`src/rtl/prll_bs_sched_pkg.sv`:
```
// Shared types and the destination-ID decode for the parallel-bus round-robin scheduler.
// The decode yields a zero mask for an invalid ID, which the scheduler treats as a drop.
package prll_bs_sched_pkg;

  typedef enum logic [1:0] {
    IDLE = 2'd0,
    POP  = 2'd1,
    XMIT = 2'd2
  } sched_state_t;

  localparam int CNT_W     = 16;
  localparam int MAX_DRVRS = 16;

  // Broadcast targets every port but the source; direct IDs hit one port (loopback allowed).
  function automatic logic [MAX_DRVRS-1:0] id_to_mask(
    input logic [15:0] id,
    input logic [3:0]  src,
    input int          n,
    input logic [15:0] bcast
  );
    logic [MAX_DRVRS-1:0] m;
    m = '0;
    if (id == bcast) begin
      for (int i = 0; i < MAX_DRVRS; i++) begin
        if (i < n && i != int'(src)) m[4'(i)] = 1'b1;
      end
    end else if (id < 16'(n)) begin
      m[id[3:0]] = 1'b1;
    end
    return m;
  endfunction

endpackage

```
`src/rtl/rr_arbiter.sv`:
```
// Combinational round-robin pick: first requester strictly after 'last', wrapping modulo N.
// No state and no latency; the caller registers the grant.
module rr_arbiter #(
  parameter int N  = 4,
  parameter int IW = $clog2(N)
) (
  input  logic [N-1:0]  req,
  input  logic [IW-1:0] last,
  output logic [IW-1:0] gnt_idx,
  output logic          any
);

  int idx;

  // Scan from the farthest candidate down so the nearest one after 'last' wins.
  always_comb begin
    gnt_idx = '0;
    any     = 1'b0;
    idx     = 0;
    for (int k = N; k >= 1; k--) begin
      idx = (int'(last) + k) % N;
      if (req[IW'(idx)]) begin
        gnt_idx = IW'(idx);
        any     = 1'b1;
      end
    end
  end

endmodule

```
`src/rtl/prll_bs_rr_scheduler.sv`:
```
// Shares one parallel bus among DRVRS driver FIFOs: round-robin pop, ID decode, unicast/broadcast push.
// Pop 1 cycle after pending, push 1 cycle after pop; a full target holds the packet in XMIT (all-or-nothing).
module prll_bs_rr_scheduler
  import prll_bs_sched_pkg::*;
#(
  parameter int              DRVRS     = 4,
  parameter int              BITS      = 32,
  parameter int              ID_W      = 8,
  parameter logic [ID_W-1:0] BROADCAST = {ID_W{1'b1}}
) (
  input  logic                  clk,
  input  logic                  reset,
  input  logic [DRVRS-1:0]      pndng,
  input  logic [DRVRS*BITS-1:0] D_pop,
  output logic [DRVRS-1:0]      pop,
  input  logic [DRVRS-1:0]      full,
  output logic [DRVRS-1:0]      push,
  output logic [BITS-1:0]       D_push,
  output logic                  busy,
  output logic [CNT_W-1:0]      xfer_cnt,
  output logic [CNT_W-1:0]      drop_cnt
);

  localparam int IW = $clog2(DRVRS);

  sched_state_t     state, state_nxt;
  logic [IW-1:0]    last_grant, grant, arb_idx;
  logic             arb_any;
  logic [BITS-1:0]  heads [DRVRS];
  logic [BITS-1:0]  head, pkt;
  logic [ID_W-1:0]  head_id;
  logic [DRVRS-1:0] dec_mask, tgt;
  logic [DRVRS-1:0] pop_nxt, push_nxt;
  logic             xfer_inc, drop_inc;

  for (genvar i = 0; i < DRVRS; i++) begin : g_heads
    assign heads[i] = D_pop[i*BITS +: BITS];
  end

  assign head     = heads[grant];
  assign head_id  = head[BITS-1 -: ID_W];
  assign dec_mask = DRVRS'(id_to_mask(16'(head_id), 4'(grant), DRVRS, 16'(BROADCAST)));
  assign D_push   = pkt;

  rr_arbiter #(.N(DRVRS), .IW(IW)) u_arb (
    .req     (pndng),
    .last    (last_grant),
    .gnt_idx (arb_idx),
    .any     (arb_any)
  );

  always_ff @(posedge clk or negedge reset) begin
    if (!reset) state <= IDLE;
    else        state <= state_nxt;
  end

  // XMIT ends on the cycle the registered push is actually on the bus.
  always_comb begin
    state_nxt = state;
    unique case (state)
      IDLE:    if (arb_any) state_nxt = POP;
      POP:     state_nxt = (dec_mask == '0) ? IDLE : XMIT;
      XMIT:    if (push != '0) state_nxt = IDLE;
      default: state_nxt = IDLE;
    endcase
  end

  always_comb begin
    pop_nxt  = '0;
    push_nxt = '0;
    xfer_inc = 1'b0;
    drop_inc = 1'b0;
    unique case (state)
      IDLE: if (arb_any) pop_nxt = DRVRS'(1) << arb_idx;
      POP: begin
        if (dec_mask == '0) begin
          drop_inc = 1'b1;
        end else if ((dec_mask & full) == '0) begin
          push_nxt = dec_mask;
          xfer_inc = 1'b1;
        end
      end
      XMIT: begin
        if (push == '0 && (tgt & full) == '0) begin
          push_nxt = tgt;
          xfer_inc = 1'b1;
        end
      end
      default: ;
    endcase
  end

  always_ff @(posedge clk or negedge reset) begin
    if (!reset) begin
      last_grant <= IW'(DRVRS - 1);
      grant      <= '0;
      pkt        <= '0;
      tgt        <= '0;
      pop        <= '0;
      push       <= '0;
      busy       <= 1'b0;
      xfer_cnt   <= '0;
      drop_cnt   <= '0;
    end else begin
      pop  <= pop_nxt;
      push <= push_nxt;
      busy <= (state_nxt != IDLE);
      if (state == IDLE && arb_any) grant <= arb_idx;
      // Head is sampled on the same edge that consumes it from the FWFT FIFO.
      if (state == POP) begin
        last_grant <= grant;
        if (dec_mask != '0) begin
          pkt <= head;
          tgt <= dec_mask;
        end
      end
      if (xfer_inc && xfer_cnt != '1) xfer_cnt <= xfer_cnt + CNT_W'(1);
      if (drop_inc && drop_cnt != '1) drop_cnt <= drop_cnt + CNT_W'(1);
    end
  end

endmodule
```
`config.mk`:
```
export PLATFORM = sky130hd
export DESIGN_NAME = prll_bs_rr_scheduler
export DESIGN_NICKNAME = d
export VERILOG_FILES = /design/src/rtl/prll_bs_sched_pkg.sv /design/src/rtl/rr_arbiter.sv /design/src/rtl/prll_bs_rr_scheduler.sv
export SDC_FILE = /design/constraint.sdc
export NUM_CORES = 1
export LEC_CHECK = 0
export CORE_UTILIZATION = 38
export CTS_CLUSTER_DIAMETER = 80
export DETAILED_ROUTE_END_ITERATION = 8
export PLACE_DENSITY = 0.89
export SLEW_MARGIN = 10
export SYNTH_ARGS = -nofsm -noshare
export SYNTH_HDL_FRONTEND = slang
export SYNTH_SLANG_ARGS = --single-unit
```
`constraint.sdc`:
```
create_clock -name clk -period 2.6 [get_ports clk]
set_clock_uncertainty 0.05 [all_clocks]
set_input_delay 0.52 -clock clk [delete_from_list [all_inputs] [get_ports clk]]
set_output_delay 0.52 -clock clk [all_outputs]
set_load 0.05 [all_outputs]
```
Yosys cells after proc, flatten, opt, wreduce, memory -nomap -nowiden

Cells that the tools add are included.

Output and inout port bits: 73
Flip-flop bits (word level): 83
Bits of input ports: 138

Multiplexer cells: 47
Eq/ne operators: 8
Magnitude comparators: 8
Shift operators: 1
Add/sub/neg operators: 6
Reductions and logical operators: 15
Bitwise operators: 3

Operator list:

| operator                                                               | number |
|---|---|
| 32-bit binary-select mux with 2-bit select                             | 1 |
| 32-bit two-way mux                                                     | 2 |
| 16-bit by 1-bit adder with 16-bit output (second input constant)       | 2 |
| 16-bit != test (second input constant)                                 | 2 |
| 4-bit two-way mux                                                      | 7 |
| 1-bit two-way mux                                                      | 22 |
| 4-bit logical NOT                                                      | 4 |
| 2-bit by 4-bit < comparator with 1-bit output (second input constant)  | 4 |
| 2-bit two-way mux                                                      | 7 |
| 4-bit AND                                                              | 2 |
| 1-bit binary-select mux with 2-bit select                              | 4 |
| 8-bit == test (second input constant)                                  | 1 |
| 8-bit by 3-bit < comparator with 1-bit output (second input constant)  | 1 |
| 4-bit case mux with 2 select lines                                     | 1 |
| 4-bit nonzero test                                                     | 2 |
| 2-bit case mux with 3 select lines                                     | 1 |
| 1-bit logical AND                                                      | 5 |
| 4-bit by 5-bit < comparator with 1-bit output (second input constant)  | 1 |
| 2-bit by 1-bit adder with 2-bit output (second input constant)         | 2 |
| 2-bit adder (second input constant)                                    | 2 |
| 1-bit demux with 4-bit select                                          | 1 |
| 4-bit by 1-bit >= comparator with 1-bit output (second input constant) | 1 |
| 2-bit != test (first input constant)                                   | 2 |
| 2-bit nonzero test                                                     | 2 |
| 9 further kinds                                                        | 9 |

Depth between registers and ports, before layout

Word-level depth: 16
Mapped depth: 9
Mapped depth without buffers: 8

Cells and area by module

Synthesis repeated with hierarchy kept, for this count alone.

Cells, all modules: 368
Area total of the unflattened synthesis: 4546.9 µm²

Modules (own cells, without submodules):

| module               | cells each | times used | area each (µm²) |
|---|---|---|---|
| prll_bs_rr_scheduler | 354        | 1          | 4455.5 |
| rr_arbiter           | 14         | 1          | 91.3 |

Worst setup path before layout

Ideal clock, no wire load.

Path kind: input-to-reg
Start: input port D_pop[61]
End: register pkt[10] (netlist: D_push[10])
Arrival: 2477 ps
Cell stages on the path: 7
Data required time: 2425 ps
Setup time: 125 ps
Path slack: -52 ps
Cell sequence: mux4_1 nor4_4 nand2_2 a21oi_4 buf_2 buf_2 mux2_2

Longest elaborated chain between the ends: 8

RTL lines:

| what                                                    | line                        | source |
|---|---|---|
| start, declared                                         | prll_bs_rr_scheduler.sv:14  | `input logic [DRVRS*BITS-1:0] D_pop,` |
| 32-bit binary-select mux with 2-bit select *            | prll_bs_rr_scheduler.sv:40  | `assign head = heads[grant];` |
| 32-bit two-way mux (not written as such) * (2 in a row) | prll_bs_rr_scheduler.sv:40  |  |
| 8-bit by 3-bit < comparator with 1-bit output           | prll_bs_sched_pkg.sv:27     | `end else if (id < 16'(n)) begin` |
| 4-bit two-way mux                                       | prll_bs_sched_pkg.sv:27     |  |
| 4-bit two-way mux *                                     | prll_bs_sched_pkg.sv:23     | `if (id == bcast) begin` |
| 4-bit nonzero test *                                    | prll_bs_rr_scheduler.sv:112 | `if (dec_mask != '0) begin` |
| 2-bit AND reduction (no line) *                         | -                           |  |
| end signal, assigned                                    | prll_bs_rr_scheduler.sv:97  | `pkt <= '0;` |
| end signal, assigned                                    | prll_bs_rr_scheduler.sv:113 | `pkt <= head;` |
| end, declared                                           | prll_bs_rr_scheduler.sv:30  | `logic [BITS-1:0] head, pkt;` |

Mark *: on every way between the ends. The rest lies on a longest branch, timed or not. The select of a mux whose other input is x is not followed.
A chain may end at the register's enable or synchronous reset.

Final worst setup path

Start: register grant[0]
End: register xfer_cnt[1]

Longest elaborated chain between the ends: 16

RTL lines:

| what                                                                                                                                  | line                        | source |
|---|---|---|
| start, declared                                                                                                                       | prll_bs_rr_scheduler.sv:27  | `logic [IW-1:0] last_grant, grant, arb_idx;` |
| start signal, assigned                                                                                                                | prll_bs_rr_scheduler.sv:108 | `if (state == IDLE && arb_any) grant <= arb_idx;` |
| 2-bit inverter with 3-bit output (not written as such)                                                                                | prll_bs_rr_scheduler.sv:40  |  |
| 32-bit binary-select mux with 2-bit select                                                                                            | prll_bs_rr_scheduler.sv:40  |  |
| 32-bit two-way mux (not written as such) (2 in a row)                                                                                 | prll_bs_rr_scheduler.sv:40  |  |
| 4-bit by 5-bit < comparator with 1-bit output (not written as such) or 4-bit by 1-bit >= comparator with 1-bit output (tied branches) | prll_bs_sched_pkg.sv:28     | `m[id[3:0]] = 1'b1;` |
| 1-bit logical AND (not written as such)                                                                                               | prll_bs_sched_pkg.sv:28     |  |
| 1-bit two-way mux (not written as such)                                                                                               | prll_bs_sched_pkg.sv:28     |  |
| 1-bit demux with 4-bit select                                                                                                         | prll_bs_sched_pkg.sv:28     |  |
| 4-bit two-way mux                                                                                                                     | prll_bs_sched_pkg.sv:27     |  |
| 4-bit two-way mux *                                                                                                                   | prll_bs_sched_pkg.sv:23     |  |
| 4-bit AND                                                                                                                             | prll_bs_rr_scheduler.sv:78  | `end else if ((dec_mask & full) == '0) begin` |
| 4-bit logical NOT                                                                                                                     | prll_bs_rr_scheduler.sv:78  |  |
| 1-bit two-way mux                                                                                                                     | prll_bs_rr_scheduler.sv:78  |  |
| 1-bit two-way mux *                                                                                                                   | prll_bs_rr_scheduler.sv:76  | `if (dec_mask == '0) begin` |
| 1-bit case mux with 2 select lines *                                                                                                  | prll_bs_rr_scheduler.sv:73  | `unique case (state)` |
| 1-bit logical AND *                                                                                                                   | prll_bs_rr_scheduler.sv:117 | `if (xfer_inc && xfer_cnt != '1) xfer_cnt <= xfer_cnt + CNT_W'(1);` |
| end signal, assigned                                                                                                                  | prll_bs_rr_scheduler.sv:117 |  |
| end, declared                                                                                                                         | prll_bs_rr_scheduler.sv:20  | `output logic [CNT_W-1:0] xfer_cnt,` |

Marks and branches as above.

==> reports/results.tsv <==
metric	value	unit
clk buf depth	2	
top post-synthesis cells by area	dfrtp_1 45%, mux4_2 15%, mux2_2 7.0%, xor2_1 3.5%, nand2_1 2.7%	
NetSw	0.00305	W
Setup TNS Final	-7.04	ns
Worst Hold Class	in -> async	
Ports	211	
Design Area, Final	0.00790	sq mm
reg2reg setup slack	-0.25	ns
Syn Area/Cell	12.6	sq um
H-tree Lvls	3	
max-slew violation count	0	
first-pass GRT wire length	24.0	mm
share of the synthesized area in the top cell type	0.449	
power density cells	935	mW/mm^2
Site Rows	39	
Total Wirelength	15.6	mm
vias in the first global route	4616	
Clock power frac	0.176	
f_max	0.351	GHz
total power	0.00739	W
EDFF count, synth	0	
crit-path most repeated cell	buf_6	
die height	111	um
via density per instance	5.37	
fraction of layout cells with a size suffix above 1	0.278	
number of buffer cells added on primary ports	210	
clock sinks	83	
Synth Cell Area	0.00452	sq mm
initial antenna violation count	0	
crit path cell chain	buf_6, mux4_2, nor4_4, buf_4, and3_4, o21ai_4, a41oi_4, buf_6, nor2_4, mux2_4	
Final min period	2.85	ns
DPL Wire Length	10.9	mm
Final ANT Viol Nets	0	
Async SR Flop Fraction	1.00	
Core Box Area	0.0115	sq mm
Residual DRC	40	
Setup violations, final	59	
Post-Syn Nets	502	
Die ar.	0.0123	sq mm
largest net degree at the start of global routing	47	
Post-Place Cells	729	
switching fraction of total power	0.413	
Critical Path End	xfer_cnt[1]	
Worst-Skew Late Latency	0.33	ns
Root Driver	clkbuf_16	
DR WL/cell	20.4	um
Crit-path slowest cell	mux4_2	
Num CTS Buffers	9	
PnR worst setup slack	-0.250	ns
DRT Pass-1 Iters	6	
Total GRT Usage	0.249	
RSZ-0062 raised after global routing	yes	
Top delay family on crit path	multiplexers	
cell taking the most area after synthesis	dfrtp_1	
RD Place Congestion	0.844	
LEAKAGE	3.39	nW
worst reg2reg endpoint	xfer_cnt[1]	
max cap viols	0	
Crit path buffers/inverters	3	
final hold violations	0	
Critical Path Sink Type	flop	
actual slew at the worst max-slew pin	0.574	ns
Final period util	1.10	
Setup CP Type	reg -> reg	
DRT iter0 DRCs	231	
Worst setup SP type	flop	
count leader, synth	dfrtp_1	
Worst Path Required	2.77	ns
Layout Nets	762	
CTS tree	yes	
routed vias	4117	
crit path max fanout	3	
Slew headroom	0.616	
Initial Utilization	0.392	
CP startpoint	grant[0]	
Synth warnings	0	
Pint	0.00434	W
Post-synth top flop	dfrtp_1	
Worst-path clk slew	0.06	ns
leading cell types by count after synthesis	81 x dfrtp_1, 33 x nand2_1, 31 x mux4_2	
r2r startpoint	grant[0]	
GR Overflow Total	0	
Distinct cells, synth	51	
diodes inserted	0	
Crit path depth	10	
failing checks	design-rule violations, negative setup slack	
Worst path max stage delay	0.55	ns
Die X	111	um
CTS Hold Bufs	0	
Max VDD drop	0.000516	V
outcome	finished with violations	
Syn-to-layout area delta	74.9	%
Seq pwr share	0.260	
DP Worst Slack	-0.580	ns
WP data arrival	3.02	ns
Final Non-Filler Cells	766	
Reg2Reg Depth	10	
Synth Instances	358	
dpl cell area	0.00701	sq mm
Seq cells post-synth	83	
register area share after synthesis	0.460	
Comb pwr share	0.564	
[per-stage QoR]
step,hold slack [ns],util
floorplan,0.174,-
global placement,0.413,0.608
detailed placement,0.413,0.608
CTS,0.129,0.673
global route,0.150,0.686
finish,0.113,0.686
[kinds of logic (layout without fill, tap and decap cells)]
kind of cell / Yosys count / count (layout) / synth area share
buffers and inverters: 21 / 286 / 0.0219
flip-flops: 83 / 83 / 0.460
multiplexers: 64 / 64 / 0.239
XOR/XNOR: 30 / 30 / 0.0582
AND/OR/NAND/NOR: 119 / 119 / 0.147
adder cells (fa/ha/maj): 6 / 6 / 0.0166
AO/OA/AOI/OAI: 35 / 35 / 0.0571
[state kept, by name, summed over array words and instances, names as in the netlist]
| name | count |
|---|---|
| D_push | 32 |
| drop_cnt | 16 |
| xfer_cnt | 16 |
| pop | 4 |
| push | 4 |
| tgt | 4 |
| grant | 2 |
| last_grant | 2 |
| state | 2 |
| busy | 1 |
[worst min-delay path by stage]
stage                      end  slack (ns)  depth (start not counted)
global placement    D_push[31]        0.41                          2
floorplan            D_push[0]        0.17                          0
CTS                     pop[2]        0.13                          1
finish                  pop[3]        0.11                          1
global route            pop[1]        0.15                          1
detailed placement  D_push[27]        0.41                          2
[layout by cell type (no fill, tap or decap), types with 7 or more instances in the layout]
cell	Yosys	layout
nand4_1	7	7
nand2_1	33	31
buf_6	2	9
and3_1	10	7
buf_4	0	37
clkdlybuf4s50_1	0	201
xnor2_1	12	12
nand3_1	14	13
dfrtp_1	81	79
xor2_1	18	18
dlygate4sd2_1	0	8
buf_12	0	7
inv_1	7	7
mux4_2	31	32
o21ai_0	12	10
nor2_1	13	11
mux2_4	0	27
clkbuf_16	0	9
[layer usage]
metal / vias up / wire [um] / GRT usage
li1: 1850 / - / -
met1: 2068 / 5740 / 0.269
met2: 157 / 8430 / 0.450
met3: 42 / 902 / 0.0563
met4: 0 / 554 / 0.135
met5: - / 0 / 0
[power by group through the flow]
stage,combinational [W],clock [W],sequential [W]
floorplan,0.00142,0,0.00282
global placement,0.00360,0,0.00191
detailed placement,0.00370,0,0.00193
CTS,0.00400,0.00132,0.00191
global route,0.00433,0.00138,0.00196
finish,0.00417,0.00130,0.00192
[repair_timing]
item | in CTS | in global routing
buffers inserted | 12 | 9
gates cloned | 4 | 0
gates resized for setup | 63 | 36
pin swaps | 9 | 4
setup endpoints to repair | 58 | 70
[layout make-up]
type | instances | area [sq um]
Clock buffer | 13 | 260
Clock inverter | 3 | 46.3
Fill cell | 759 | 3620
Inverter | 7 | 26.3
Multi-Input combinational cell | 254 | 2680
Sequential cell | 83 | 2080
Tap cell | 143 | 179
Timing Repair Buffer | 263 | 2630
(Power assumes the default switching activity.)
